[src/rtl/sram_byte_arbiter_pkg.sv]
// Shared types and constants for the byte-wide SRAM arbiter.
package sram_arb_pkg;

  typedef enum logic {
    INIT = 1'b0,
    RUN  = 1'b1
  } state_t;

  localparam int LANES  = 4;
  localparam int BYTE_W = 8;

  localparam logic REQ_A = 1'b0;
  localparam logic REQ_B = 1'b1;

endpackage

[src/rtl/sram_byte_arbiter_if.sv]
// Request/response bundle for the two byte-wide requesters A and B.
interface sram_byte_arbiter_if #(
  parameter int ADDR_W = 9
);
  logic              a_valid;
  logic              a_ready;
  logic              a_we;
  logic [ADDR_W+1:0] a_addr;
  logic [7:0]        a_wdata;
  logic              a_rvalid;
  logic [7:0]        a_rdata;

  logic              b_valid;
  logic              b_ready;
  logic              b_we;
  logic [ADDR_W+1:0] b_addr;
  logic [7:0]        b_wdata;
  logic              b_rvalid;
  logic [7:0]        b_rdata;

  modport master (
    output a_valid, a_we, a_addr, a_wdata,
    input  a_ready, a_rvalid, a_rdata,
    output b_valid, b_we, b_addr, b_wdata,
    input  b_ready, b_rvalid, b_rdata
  );

  modport slave (
    input  a_valid, a_we, a_addr, a_wdata,
    output a_ready, a_rvalid, a_rdata,
    input  b_valid, b_we, b_addr, b_wdata,
    output b_ready, b_rvalid, b_rdata
  );
endinterface

[src/rtl/sram_byte_arbiter_rr_arb2.sv]
// Two-input round-robin arbiter with a last-grant pointer.
// Latency: combinational grant; pointer updates on the edge after a grant.
// Backpressure: no grant while en is low; a loser keeps requesting until granted.
module sram_rr_arb2 (
  input  logic       clk,
  input  logic       rst_n,
  input  logic       en,
  input  logic [1:0] req,
  output logic [1:0] gnt
);

  logic last_b_q;

  always_comb begin
    gnt = 2'b00;
    if (en) begin
      case (req)
        2'b01:   gnt = 2'b01;
        2'b10:   gnt = 2'b10;
        2'b11:   gnt = last_b_q ? 2'b01 : 2'b10;
        default: gnt = 2'b00;
      endcase
    end
  end

  // Pointer starts at B so that A wins the first tie.
  always_ff @(posedge clk or negedge rst_n) begin
    if (!rst_n) begin
      last_b_q <= 1'b1;
    end else if (|gnt) begin
      last_b_q <= gnt[1];
    end
  end

endmodule

[src/rtl/sram_byte_arbiter.sv]
// Shares one 1RW 32-bit SRAM between two byte requesters; zero-fills it after reset.
// Latency: read byte returned one cycle after acceptance; writes have no response.
// Backpressure: ready only to the granted requester; both held off during the fill.
module sram_byte_arbiter
  import sram_arb_pkg::*;
#(
  parameter int ADDR_W  = 9,
  parameter bit INIT_EN = 1'b1
) (
  input  logic                    clk,
  input  logic                    rst_n,
  sram_byte_arbiter_if.slave      bus,
  output logic                    init_done,
  output logic                    ram_clk0,
  output logic                    ram_csb0,
  output logic                    ram_web0,
  output logic [LANES-1:0]        ram_wmask0,
  output logic [ADDR_W-1:0]       ram_addr0,
  output logic [LANES*BYTE_W-1:0] ram_din0,
  input  logic [LANES*BYTE_W-1:0] ram_dout0
);

  localparam int DEPTH = 2 ** ADDR_W;

  state_t            state_q, state_d;
  logic [ADDR_W-1:0] cnt_q, cnt_d;
  logic [ADDR_W-1:0] addr_q;
  logic              fill_wr;
  logic [1:0]        gnt;
  logic              sel_b;
  logic              sel_we;
  logic [1:0]        sel_lane;
  logic [ADDR_W-1:0] sel_word;
  logic [BYTE_W-1:0] sel_wdata;
  logic              rd_vld_q;
  logic              rd_id_q;
  logic [1:0]        rd_lane_q;
  logic [BYTE_W-1:0] rd_byte;

  always_ff @(posedge clk or negedge rst_n) begin
    if (!rst_n) begin
      state_q <= INIT;
      cnt_q   <= '0;
    end else begin
      state_q <= state_d;
      cnt_q   <= cnt_d;
    end
  end

  always_comb begin
    state_d = state_q;
    cnt_d   = cnt_q;
    fill_wr = 1'b0;
    case (state_q)
      INIT: begin
        if (INIT_EN) begin
          fill_wr = 1'b1;
          cnt_d   = cnt_q + ADDR_W'(1);
          if (cnt_q == ADDR_W'(DEPTH - 1)) begin
            state_d = RUN;
          end
        end else begin
          state_d = RUN;
        end
      end
      RUN:     state_d = RUN;
      default: state_d = INIT;
    endcase
  end

  assign init_done = (state_q == RUN);

  sram_rr_arb2 u_arb (
    .clk   (clk),
    .rst_n (rst_n),
    .en    (state_q == RUN),
    .req   ({bus.b_valid, bus.a_valid}),
    .gnt   (gnt)
  );

  assign bus.a_ready = gnt[0];
  assign bus.b_ready = gnt[1];

  assign sel_b     = gnt[1];
  assign sel_we    = sel_b ? bus.b_we    : bus.a_we;
  assign sel_lane  = sel_b ? bus.b_addr[1:0] : bus.a_addr[1:0];
  assign sel_word  = sel_b ? bus.b_addr[ADDR_W+1:2] : bus.a_addr[ADDR_W+1:2];
  assign sel_wdata = sel_b ? bus.b_wdata : bus.a_wdata;

  assign ram_clk0 = clk;

  // Everything is gated by rst_n so the macro is deselected the instant reset asserts.
  always_comb begin
    ram_csb0   = 1'b1;
    ram_web0   = 1'b1;
    ram_wmask0 = '0;
    ram_addr0  = addr_q;
    ram_din0   = '0;
    if (rst_n) begin
      if (fill_wr) begin
        ram_csb0   = 1'b0;
        ram_web0   = 1'b0;
        ram_wmask0 = '1;
        ram_addr0  = cnt_q;
      end else if (|gnt) begin
        ram_csb0  = 1'b0;
        ram_addr0 = sel_word;
        if (sel_we) begin
          ram_web0   = 1'b0;
          ram_wmask0 = LANES'(1) << sel_lane;
          ram_din0   = {LANES{sel_wdata}};
        end
      end
    end
  end

  always_ff @(posedge clk or negedge rst_n) begin
    if (!rst_n) begin
      addr_q    <= '0;
      rd_vld_q  <= 1'b0;
      rd_id_q   <= REQ_A;
      rd_lane_q <= '0;
    end else begin
      if (!ram_csb0) begin
        addr_q <= ram_addr0;
      end
      rd_vld_q <= (|gnt) && !sel_we;
      if ((|gnt) && !sel_we) begin
        rd_id_q   <= sel_b ? REQ_B : REQ_A;
        rd_lane_q <= sel_lane;
      end
    end
  end

  assign rd_byte      = ram_dout0[rd_lane_q*BYTE_W +: BYTE_W];
  assign bus.a_rvalid = rd_vld_q && (rd_id_q == REQ_A);
  assign bus.b_rvalid = rd_vld_q && (rd_id_q == REQ_B);
  assign bus.a_rdata  = bus.a_rvalid ? rd_byte : '0;
  assign bus.b_rdata  = bus.b_rvalid ? rd_byte : '0;

endmodule

[src/flat_wrapper.sv]
// flat-port wrapper written by rule: the top's interface ports become plain ports
module sram_byte_arbiter_flat import sram_arb_pkg::*;
#(
  parameter int ADDR_W  = 9,
  parameter bit INIT_EN = 1'b1
)
  (clk, rst_n, init_done, ram_clk0, ram_csb0, ram_web0, ram_wmask0, ram_addr0, ram_din0, ram_dout0, bus_a_valid, bus_a_we, bus_a_addr, bus_a_wdata, bus_a_ready, bus_a_rvalid, bus_a_rdata, bus_b_valid, bus_b_we, bus_b_addr, bus_b_wdata, bus_b_ready, bus_b_rvalid, bus_b_rdata);
  sram_byte_arbiter_if #(.ADDR_W(ADDR_W)) bus_i ();
  input  logic clk;
  input  logic rst_n;
  output logic init_done;
  output logic ram_clk0;
  output logic ram_csb0;
  output logic ram_web0;
  output logic [LANES-1:0] ram_wmask0;
  output logic [ADDR_W-1:0] ram_addr0;
  output logic [LANES*BYTE_W-1:0] ram_din0;
  input  logic [LANES*BYTE_W-1:0] ram_dout0;
  input wire logic [$bits(bus_i.a_valid)-1:0] bus_a_valid;
  input wire logic [$bits(bus_i.a_we)-1:0] bus_a_we;
  input wire logic [$bits(bus_i.a_addr)-1:0] bus_a_addr;
  input wire logic [$bits(bus_i.a_wdata)-1:0] bus_a_wdata;
  output wire logic [$bits(bus_i.a_ready)-1:0] bus_a_ready;
  output wire logic [$bits(bus_i.a_rvalid)-1:0] bus_a_rvalid;
  output wire logic [$bits(bus_i.a_rdata)-1:0] bus_a_rdata;
  input wire logic [$bits(bus_i.b_valid)-1:0] bus_b_valid;
  input wire logic [$bits(bus_i.b_we)-1:0] bus_b_we;
  input wire logic [$bits(bus_i.b_addr)-1:0] bus_b_addr;
  input wire logic [$bits(bus_i.b_wdata)-1:0] bus_b_wdata;
  output wire logic [$bits(bus_i.b_ready)-1:0] bus_b_ready;
  output wire logic [$bits(bus_i.b_rvalid)-1:0] bus_b_rvalid;
  output wire logic [$bits(bus_i.b_rdata)-1:0] bus_b_rdata;
  assign bus_i.a_valid = bus_a_valid;
  assign bus_i.a_we = bus_a_we;
  assign bus_i.a_addr = bus_a_addr;
  assign bus_i.a_wdata = bus_a_wdata;
  assign bus_a_ready = bus_i.a_ready;
  assign bus_a_rvalid = bus_i.a_rvalid;
  assign bus_a_rdata = bus_i.a_rdata;
  assign bus_i.b_valid = bus_b_valid;
  assign bus_i.b_we = bus_b_we;
  assign bus_i.b_addr = bus_b_addr;
  assign bus_i.b_wdata = bus_b_wdata;
  assign bus_b_ready = bus_i.b_ready;
  assign bus_b_rvalid = bus_i.b_rvalid;
  assign bus_b_rdata = bus_i.b_rdata;
  sram_byte_arbiter #(.ADDR_W(ADDR_W), .INIT_EN(INIT_EN)) u_core (.clk(clk), .rst_n(rst_n), .bus(bus_i), .init_done(init_done), .ram_clk0(ram_clk0), .ram_csb0(ram_csb0), .ram_web0(ram_web0), .ram_wmask0(ram_wmask0), .ram_addr0(ram_addr0), .ram_din0(ram_din0), .ram_dout0(ram_dout0));
endmodule
[config.mk]
export PLATFORM = sky130hd
export DESIGN_NAME = sram_byte_arbiter_flat
export DESIGN_NICKNAME = d
export VERILOG_FILES = /design/src/rtl/sram_byte_arbiter_pkg.sv /design/src/rtl/sram_byte_arbiter_if.sv /design/src/rtl/sram_byte_arbiter_rr_arb2.sv /design/src/rtl/sram_byte_arbiter.sv /design/src/flat_wrapper.sv
export SDC_FILE = /design/constraint.sdc
export NUM_CORES = 1
export LEC_CHECK = 0
export CAP_MARGIN = 10
export CORE_MARGIN = 8
export CORE_UTILIZATION = 36
export CTS_BUF_LIST = sky130_fd_sc_hd__clkbuf_8
export CTS_CLUSTER_SIZE = 14
export DETAILED_ROUTE_END_ITERATION = 12
export PLACE_DENSITY_LB_ADDON = 0.2
export SYNTH_ARGS = -nofsm -noshare
export SYNTH_HDL_FRONTEND = slang
export SYNTH_SLANG_ARGS = --single-unit
[constraint.sdc]
create_clock -name clk -period 2.4 [get_ports clk]
set_input_delay 0.48 -clock clk [delete_from_list [all_inputs] [get_ports clk]]
set_output_delay 0.48 -clock clk [all_outputs]
set_load 0.03 [all_outputs]
==> results.toml <==
[run_status]
outcome = "finished, violations left"
failed_checks = "negative setup slack"

[synth]
synth_top_family_by_area = "compound AO/OA/AOI/OAI gates"
synth_top_cells_by_area = "dfrtp_1 (28%), buf_4 (9.7%), mux4_2 (8.9%)"
synthSimpleGateAreaFrac_pct = 17.8
synth-edff-count = 0
synth.most_common_cell = "nand2_1"
synth_seq_cells = 24
synth_top_cell_by_area = "dfrtp_1"
synth_nets = 302
yosysWarningCount = 0
synth_compound_area_share_pct = 20.3
synthAdderAreaFrac_pct = 1.24
ys.flop_type = "dfrtp_1"
syn_area_um2 = 2020
yosys-mux-area-fraction_pct = 13.6
ys_seq_area_share_pct = 29.8
synth_xor_area_share_pct = 3.03
synth_commonest_cells = "nand2_1 (28), buf_4 (26), dfrtp_1 (23)"
synth_cells = 224
yosysTopAreaCellShare_pct = 28.5
synthArstFlopShare_pct = 100
synth.distinct_cells = 37
syn_avg_cell_area_um2 = 9.02

[global_route]
grt_max_degree = 35
grt_first_pass_wirelength_um = 13400
antenna_found_initial = 0
grt-ovfl-total = 0
grt_pass1_vias = 2476
track_usage_pct = 20.1

[detailed_routing]
drc = 0
routed_wl_um = 8710
drt-initial-drc-count = 80
num_vias = 2378
dr.pass1.iters = 4
drtAntennaViolNets = 0
drt-vias-per-instance = 5.20
wire_per_inst_um = 19.1

[cts]
clk_pin_slew_worst_paths_ps = 90
insertion_delay_ps = 380
cts_tree = "built"

[placed_design]
placed_cells = 437
io_buffers = 144
gp_congestion = 0.758
dp_hpwl_um = 6260

[power_and_ir_drop]
vdd_drop_max_mv = 0.383
p_leak_nw = 1.82
powerDensity_nw_per_um2 = 315
report.power.total_mw = 1.28

[run]
maxCapViolCount = 0

[layout]
fin_nets = 464
n_antenna_cell = 0
n_fill_cell = 375
fin_util_pct = 74.5
stdcell_count = 457
drive_gt1_share_pct = 44.9
area_growth_pct = 102

[timing]
finalHoldViolCount = 0
tightest_slew_ps = 459
slew_violations = 0
period_needed_ps = 2600
clock_skew_ps = 3.96
max_slew_margin_pct = 69.4
rsz0062_at_grt = "true"
setup_viol = 43
fin_crit_sh_pct = 108
final_critical_path_setup_slack_ps = -200
fmax_mhz = 385

[die]
pin_count = 145
die_h_um = 90.9
initial_core_util_pct = 36.9
dieArea_um2 = 8270
num_rows = 27
fp.dieW_um = 90.9
coreArea_um2 = 5470

[worst_setup_path]
startpoint_type = "primary input"
crit_type = "primary input to output pin"
slowest_stage = "clkdlybuf4s50_1"
critPathMaxFanout = 8
arrival_ps = 2120
cp_slowest_stage_delay_ps = 520
worstPathRequired_ps = 1920
critPathCaptureType = "output pin"
path_cells = "clkdlybuf4s50_1 -> nand4_1 -> buf_4 -> a31o_4 -> a21oi_4 -> buf_6"

[hold_path]
hp-class = "primary input to async pin"
cells in the final DEF, fill, tap and decap left out, types with 3 or more instances in the layout:
cell,count
buf_4,48
nor2_1,14
nand2_1,27
a221oi_1,3
clkbuf_8,6
a221oi_2,5
mux2_2,4
a32oi_1,3
and2_1,17
clkbuf_2,6
clkdlybuf4s15_2,3
dfrtp_1,23
a21oi_4,8
nand4_1,4
mux4_2,8
clkdlybuf4s50_1,75
buf_2,6
a22o_1,10
buf_6,48
a21oi_2,4
inv_1,4
xnor2_1,5
buf_12,4
dlygate4sd2_1,3
a21oi_1,4
a41o_1,4
metal layers:
metal / up-vias / routed length (µm) / GRT usage (%)
li1: 1110 / - / -
met1: 1147 / 3550 / 22.5
met2: 109 / 4400 / 34.8
met3: 12 / 637 / 6.32
met4: 0 / 123 / 7.50
met5: - / 0 / 0
state kept, by name, indices dropped and copies added, names as in the netlist:
signal	count
u_core.rd_vld_q	1
u_core.u_arb.last_b_q	1
u_core.init_done	1
u_core.addr_q	9
u_core.rd_lane_q	2
u_core.rd_id_q	1
u_core.cnt_q	9
per-stage QoR:
stage | hold slack, ps | setup WS [ps] | setup TNS (ps) | cell area [µm²]
floorplan | 184 | -161 | -2420 | 2050
CTS | 69.1 | -149 | -5240 | 3960
global route | 75.8 | -238 | -9280 | 4080
detailed placement | 470 | -515 | -18040 | 3510
global placement | 464 | -485 | -15450 | 3510
finish | 67.3 | -200 | -7150 | 4080
final cells by class:
class | instances | area [µm²] | area share (%)
Sequential cell | 24 | 602 | 14.8
Tap cell | 72 | 90.1 | 2.21
Clock buffer | 7 | 91.3 | 2.24
Clock inverter | 1 | 30.0 | 0.737
Multi-Input combinational cell | 153 | 1370 | 33.7
Timing Repair Buffer | 193 | 1860 | 45.6
Inverter | 7 | 31.3 | 0.767
kinds of logic (layout without fill, tap and decap cells):
kind of cell | Yosys count | in the layout
AND/OR/NAND/NOR | 75 | 75
multiplexers | 16 | 16
buffers and inverters | 47 | 208
AO/OA/AOI/OAI | 53 | 53
adder cells (fa/ha/maj) | 2 | 2
XOR/XNOR | 7 | 7
flip-flops | 24 | 24
worst max-delay path: cells and delay by family:
kind | cells | cell delay [ps]
buffers and inverters | 3 | 900
AOI/OAI and AO/OA | 2 | 520
and+or+nand+nor | 1 | 210
worst paths after layout:
path                                       start             endpoint  slack, ps  cells past startpoint
setup reg to reg           u_core.u_arb.last_b_q  u_core.rd_lane_q[1]        610                      7
setup / recovery                        bus_b_we          ram_din0[3]       -200                      6
min in group clk                 u_core.cnt_q[7]      u_core.cnt_q[7]        510                      1
hold / removal                             rst_n      u_core.cnt_q[8]         70                      2
max in group asynchronous                  rst_n     u_core.addr_q[5]       1900                      3
hold reg to reg                  u_core.cnt_q[7]      u_core.cnt_q[7]        510                      1
power by group:
| part | internal (mW) | switching [mW] |
|---|---|---|
| registers | 0.411 | 0.00548 |
| logic | 0.190 | 0.127 |
| clock network | 0.345 | 0.205 |
what timing repair did:
item / CTS / global route
gates resized for setup: 108 / 45
hold buffers: 0 / 0
setup endpoints to repair: 62 / 61
setup buffers: 5 / 8
pin swaps: 7 / 20
Note: power is estimated with default switching activity, not from simulation.
==> RTL change (config.mk and constraints unchanged) <==
`ADDR_W` is set to 9 in 3 places; all go to 10.
--- a/src/rtl/sram_byte_arbiter_if.sv
+++ b/src/rtl/sram_byte_arbiter_if.sv
@@ -1,6 +1,6 @@
 // Request/response bundle for the two byte-wide requesters A and B.
 interface sram_byte_arbiter_if #(
-  parameter int ADDR_W = 9
+  parameter int ADDR_W = 10
 );
   logic              a_valid;
   logic              a_ready;
--- a/src/rtl/sram_byte_arbiter.sv
+++ b/src/rtl/sram_byte_arbiter.sv
@@ -4,7 +4,7 @@
 module sram_byte_arbiter
   import sram_arb_pkg::*;
 #(
-  parameter int ADDR_W  = 9,
+  parameter int ADDR_W  = 10,
   parameter bit INIT_EN = 1'b1
 ) (
   input  logic                    clk,
--- a/src/flat_wrapper.sv
+++ b/src/flat_wrapper.sv
@@ -1,7 +1,7 @@
 // flat-port wrapper written by rule: the top's interface ports become plain ports
 module sram_byte_arbiter_flat import sram_arb_pkg::*;
 #(
-  parameter int ADDR_W  = 9,
+  parameter int ADDR_W  = 10,
   parameter bit INIT_EN = 1'b1
 )
   (clk, rst_n, init_done, ram_clk0, ram_csb0, ram_web0, ram_wmask0, ram_addr0, ram_din0, ram_dout0, bus_a_valid, bus_a_we, bus_a_addr, bus_a_wdata, bus_a_ready, bus_a_rvalid, bus_a_rdata, bus_b_valid, bus_b_we, bus_b_addr, bus_b_wdata, bus_b_ready, bus_b_rvalid, bus_b_rdata);
Interface: changed (resized bus_a_addr, bus_b_addr and ram_addr0); port bits go from 145 to 148. No check against the original RTL was run, so the function may have changed too.
==> RTL change against the original RTL <==
The run still ends with negative setup slack left; routed wire length shrank 5.7%; design area shrank 1.6%; register-to-register slack gained 130 ps; sequential power grew 7.7%; maximum frequency grew 6.9%; core utilization shrank 1.7 points; sequential cell count grew 2; count of clock-buffer cells in the layout is the same; area after synthesis grew 2.1%; total power grew 0.53%; worst setup slack gained 170 ps; critical endpoint is now ram_wmask0[3].
==> RTL change: results (changes against the original RTL) <==
status: "complete, but fails checks"
violations: "negative setup slack"
slowest_delay_ps: 580  # +60 ps
grt_usage: 0.177  # -0.0244
synth-compound-area-share: 0.202  # -0.00116
grt_max_degree: 16  # -54%
cp_data_arrival_time_ps: 1950  # -170 ps
skew_ps: 2.14  # -1.81 ps
post-dp-hpwl_mm: 6.50  # +3.9%
place.gp.congestion: 0.821  # +8.3%
layout-drive-gt1-share: 0.437  # -0.0120
max-vdd-ir-drop_uv: 406  # +6.0%
dpl-instance-area_sq_mm: 0.00360  # +2.6%
yosys.area_share.adder: 0.00606  # -0.00632
largestRegisters: "u_core.addr_q (10), u_core.cnt_q (10), u_core.rd_lane_q (2)"
n_antenna_cell: 0  # unchanged
critPathMaxFanout: 5  # -3
grt_pass1_wl_mm: 12.1  # -9.5%
grt_pass1_vias: 2336  # -5.7%
leakagePower_uw: 0.00169  # -7.2%
fin_nets: 455  # -1.9%
synth_fp_nets: 303  # +0.33%
place_ws_ps: -253  # +262 ps
antenna_found_initial: 0  # unchanged
drt_iter0_drc: 93  # +16%
synth.area.top_cells: "dfrtp_1, buf_4, mux4_2, and2_1, nand2_1"
finalSetupViolCount: 5  # -88%
port_buffers: 147  # +2.1%
cp_slowest_cell: "dfstp_2"
seq_area_frac_synth: 0.316  # +0.0181
vias_per_cell: 5.14  # -1.2%
wirelength_mm: 8.21  # -5.7%
synth_commonest_cells: "buf_4, dfrtp_1, nand2_1, and2_1, a21oi_1"
synth_cell_type_count: 42  # +14%
synth_xor_xnor_area_share: 0.0382  # +0.00786
finalWorstSetupSlack_ps: -31.4  # +168 ps
p_switching_uw: 323  # -4.2%
[RTL change: power by group through the flow]
stage	clock, uW	combinational, uW	sequential (uW)
floorplan	62.4	86.3	455
global placement	69.4	274	456
detailed placement	69.4	278	456
CTS	561	285	448
global route	581	313	449
finish	549	293	449
[RTL change: what timing repair did]
action / in CTS / in global routing
buffers inserted: 3 / 4
hold buffers: 1 / 0
endpoints found under the hold margin: 5 / 0
pin swaps: 5 / 15
setup endpoints to repair: 61 / 52
gates resized for setup: 51 / 60
[RTL change: final timing paths]
| check | start | to | slack, ps | depth (start not counted) |
|---|---|---|---|---|
| min in group clk | u_core.addr_q[8] | u_core.addr_q[8] | 510 | 2 |
| worst min register to register | u_core.addr_q[8] | u_core.addr_q[8] | 510 | 2 |
| worst max register to register | u_core.u_arb.last_b_q | u_core.rd_lane_q[1] | 740 | 5 |
| max in group asynchronous | rst_n | u_core.init_done | 1590 | 2 |
| worst max-delay path | u_core.u_arb.last_b_q | ram_wmask0[3] | -30 | 7 |
| worst min-delay path | rst_n | u_core.addr_q[5] | 100 | 2 |
[RTL change: metrics by stage]
step           hold slack [ps]  instances
2_1_floorplan              184        224
3_3_place_gp               328        432
3_5_place_dp               344        432
4_1_cts                    116        443
5_1_grt                    119        447
6_report                   101        447
[RTL change: layout make-up]
| type | instances | area [sq um] |
|---|---|---|
| Timing Repair Buffer | 182 | 1750 |
| Fill cell | 404 | 1500 |
| Multi-Input combinational cell | 154 | 1370 |
| Sequential cell | 26 | 653 |
| Clock buffer | 7 | 91.3 |
| Tap cell | 72 | 90.1 |
| Clock inverter | 1 | 30.0 |
| Inverter | 5 | 21.3 |
[RTL change: worst max-delay path: cells and delay by family (launching register included)]
family / cells / cell delay [ps]
compound gates: 2 / 170
buf+inv: 3 / 430
flops: 1 / 580
mux: 1 / 280
simple gates: 1 / 120
[RTL change: logic make-up (layout without fill, tap and decap cells)]
family | count (synthesis) | in the layout
AOI/OAI and AO/OA | 59 | 59
xor gates and xnor gates | 9 | 9
adders and majority gates | 1 | 1
buffers and inverters | 44 | 195
DFF | 26 | 26
muxes | 15 | 15
and+or+nand+nor | 70 | 70
[RTL change: routing by layer]
metal | track usage | vias to the layer above | part of all wire
met4 | 0.0403 | 0 | 0.0093
met3 | 0.0465 | 9 | 0.065
met5 | 0 | - | 0
met1 | 0.207 | 1099 | 0.40
li1 | - | 1094 | -
met2 | 0.315 | 96 | 0.52
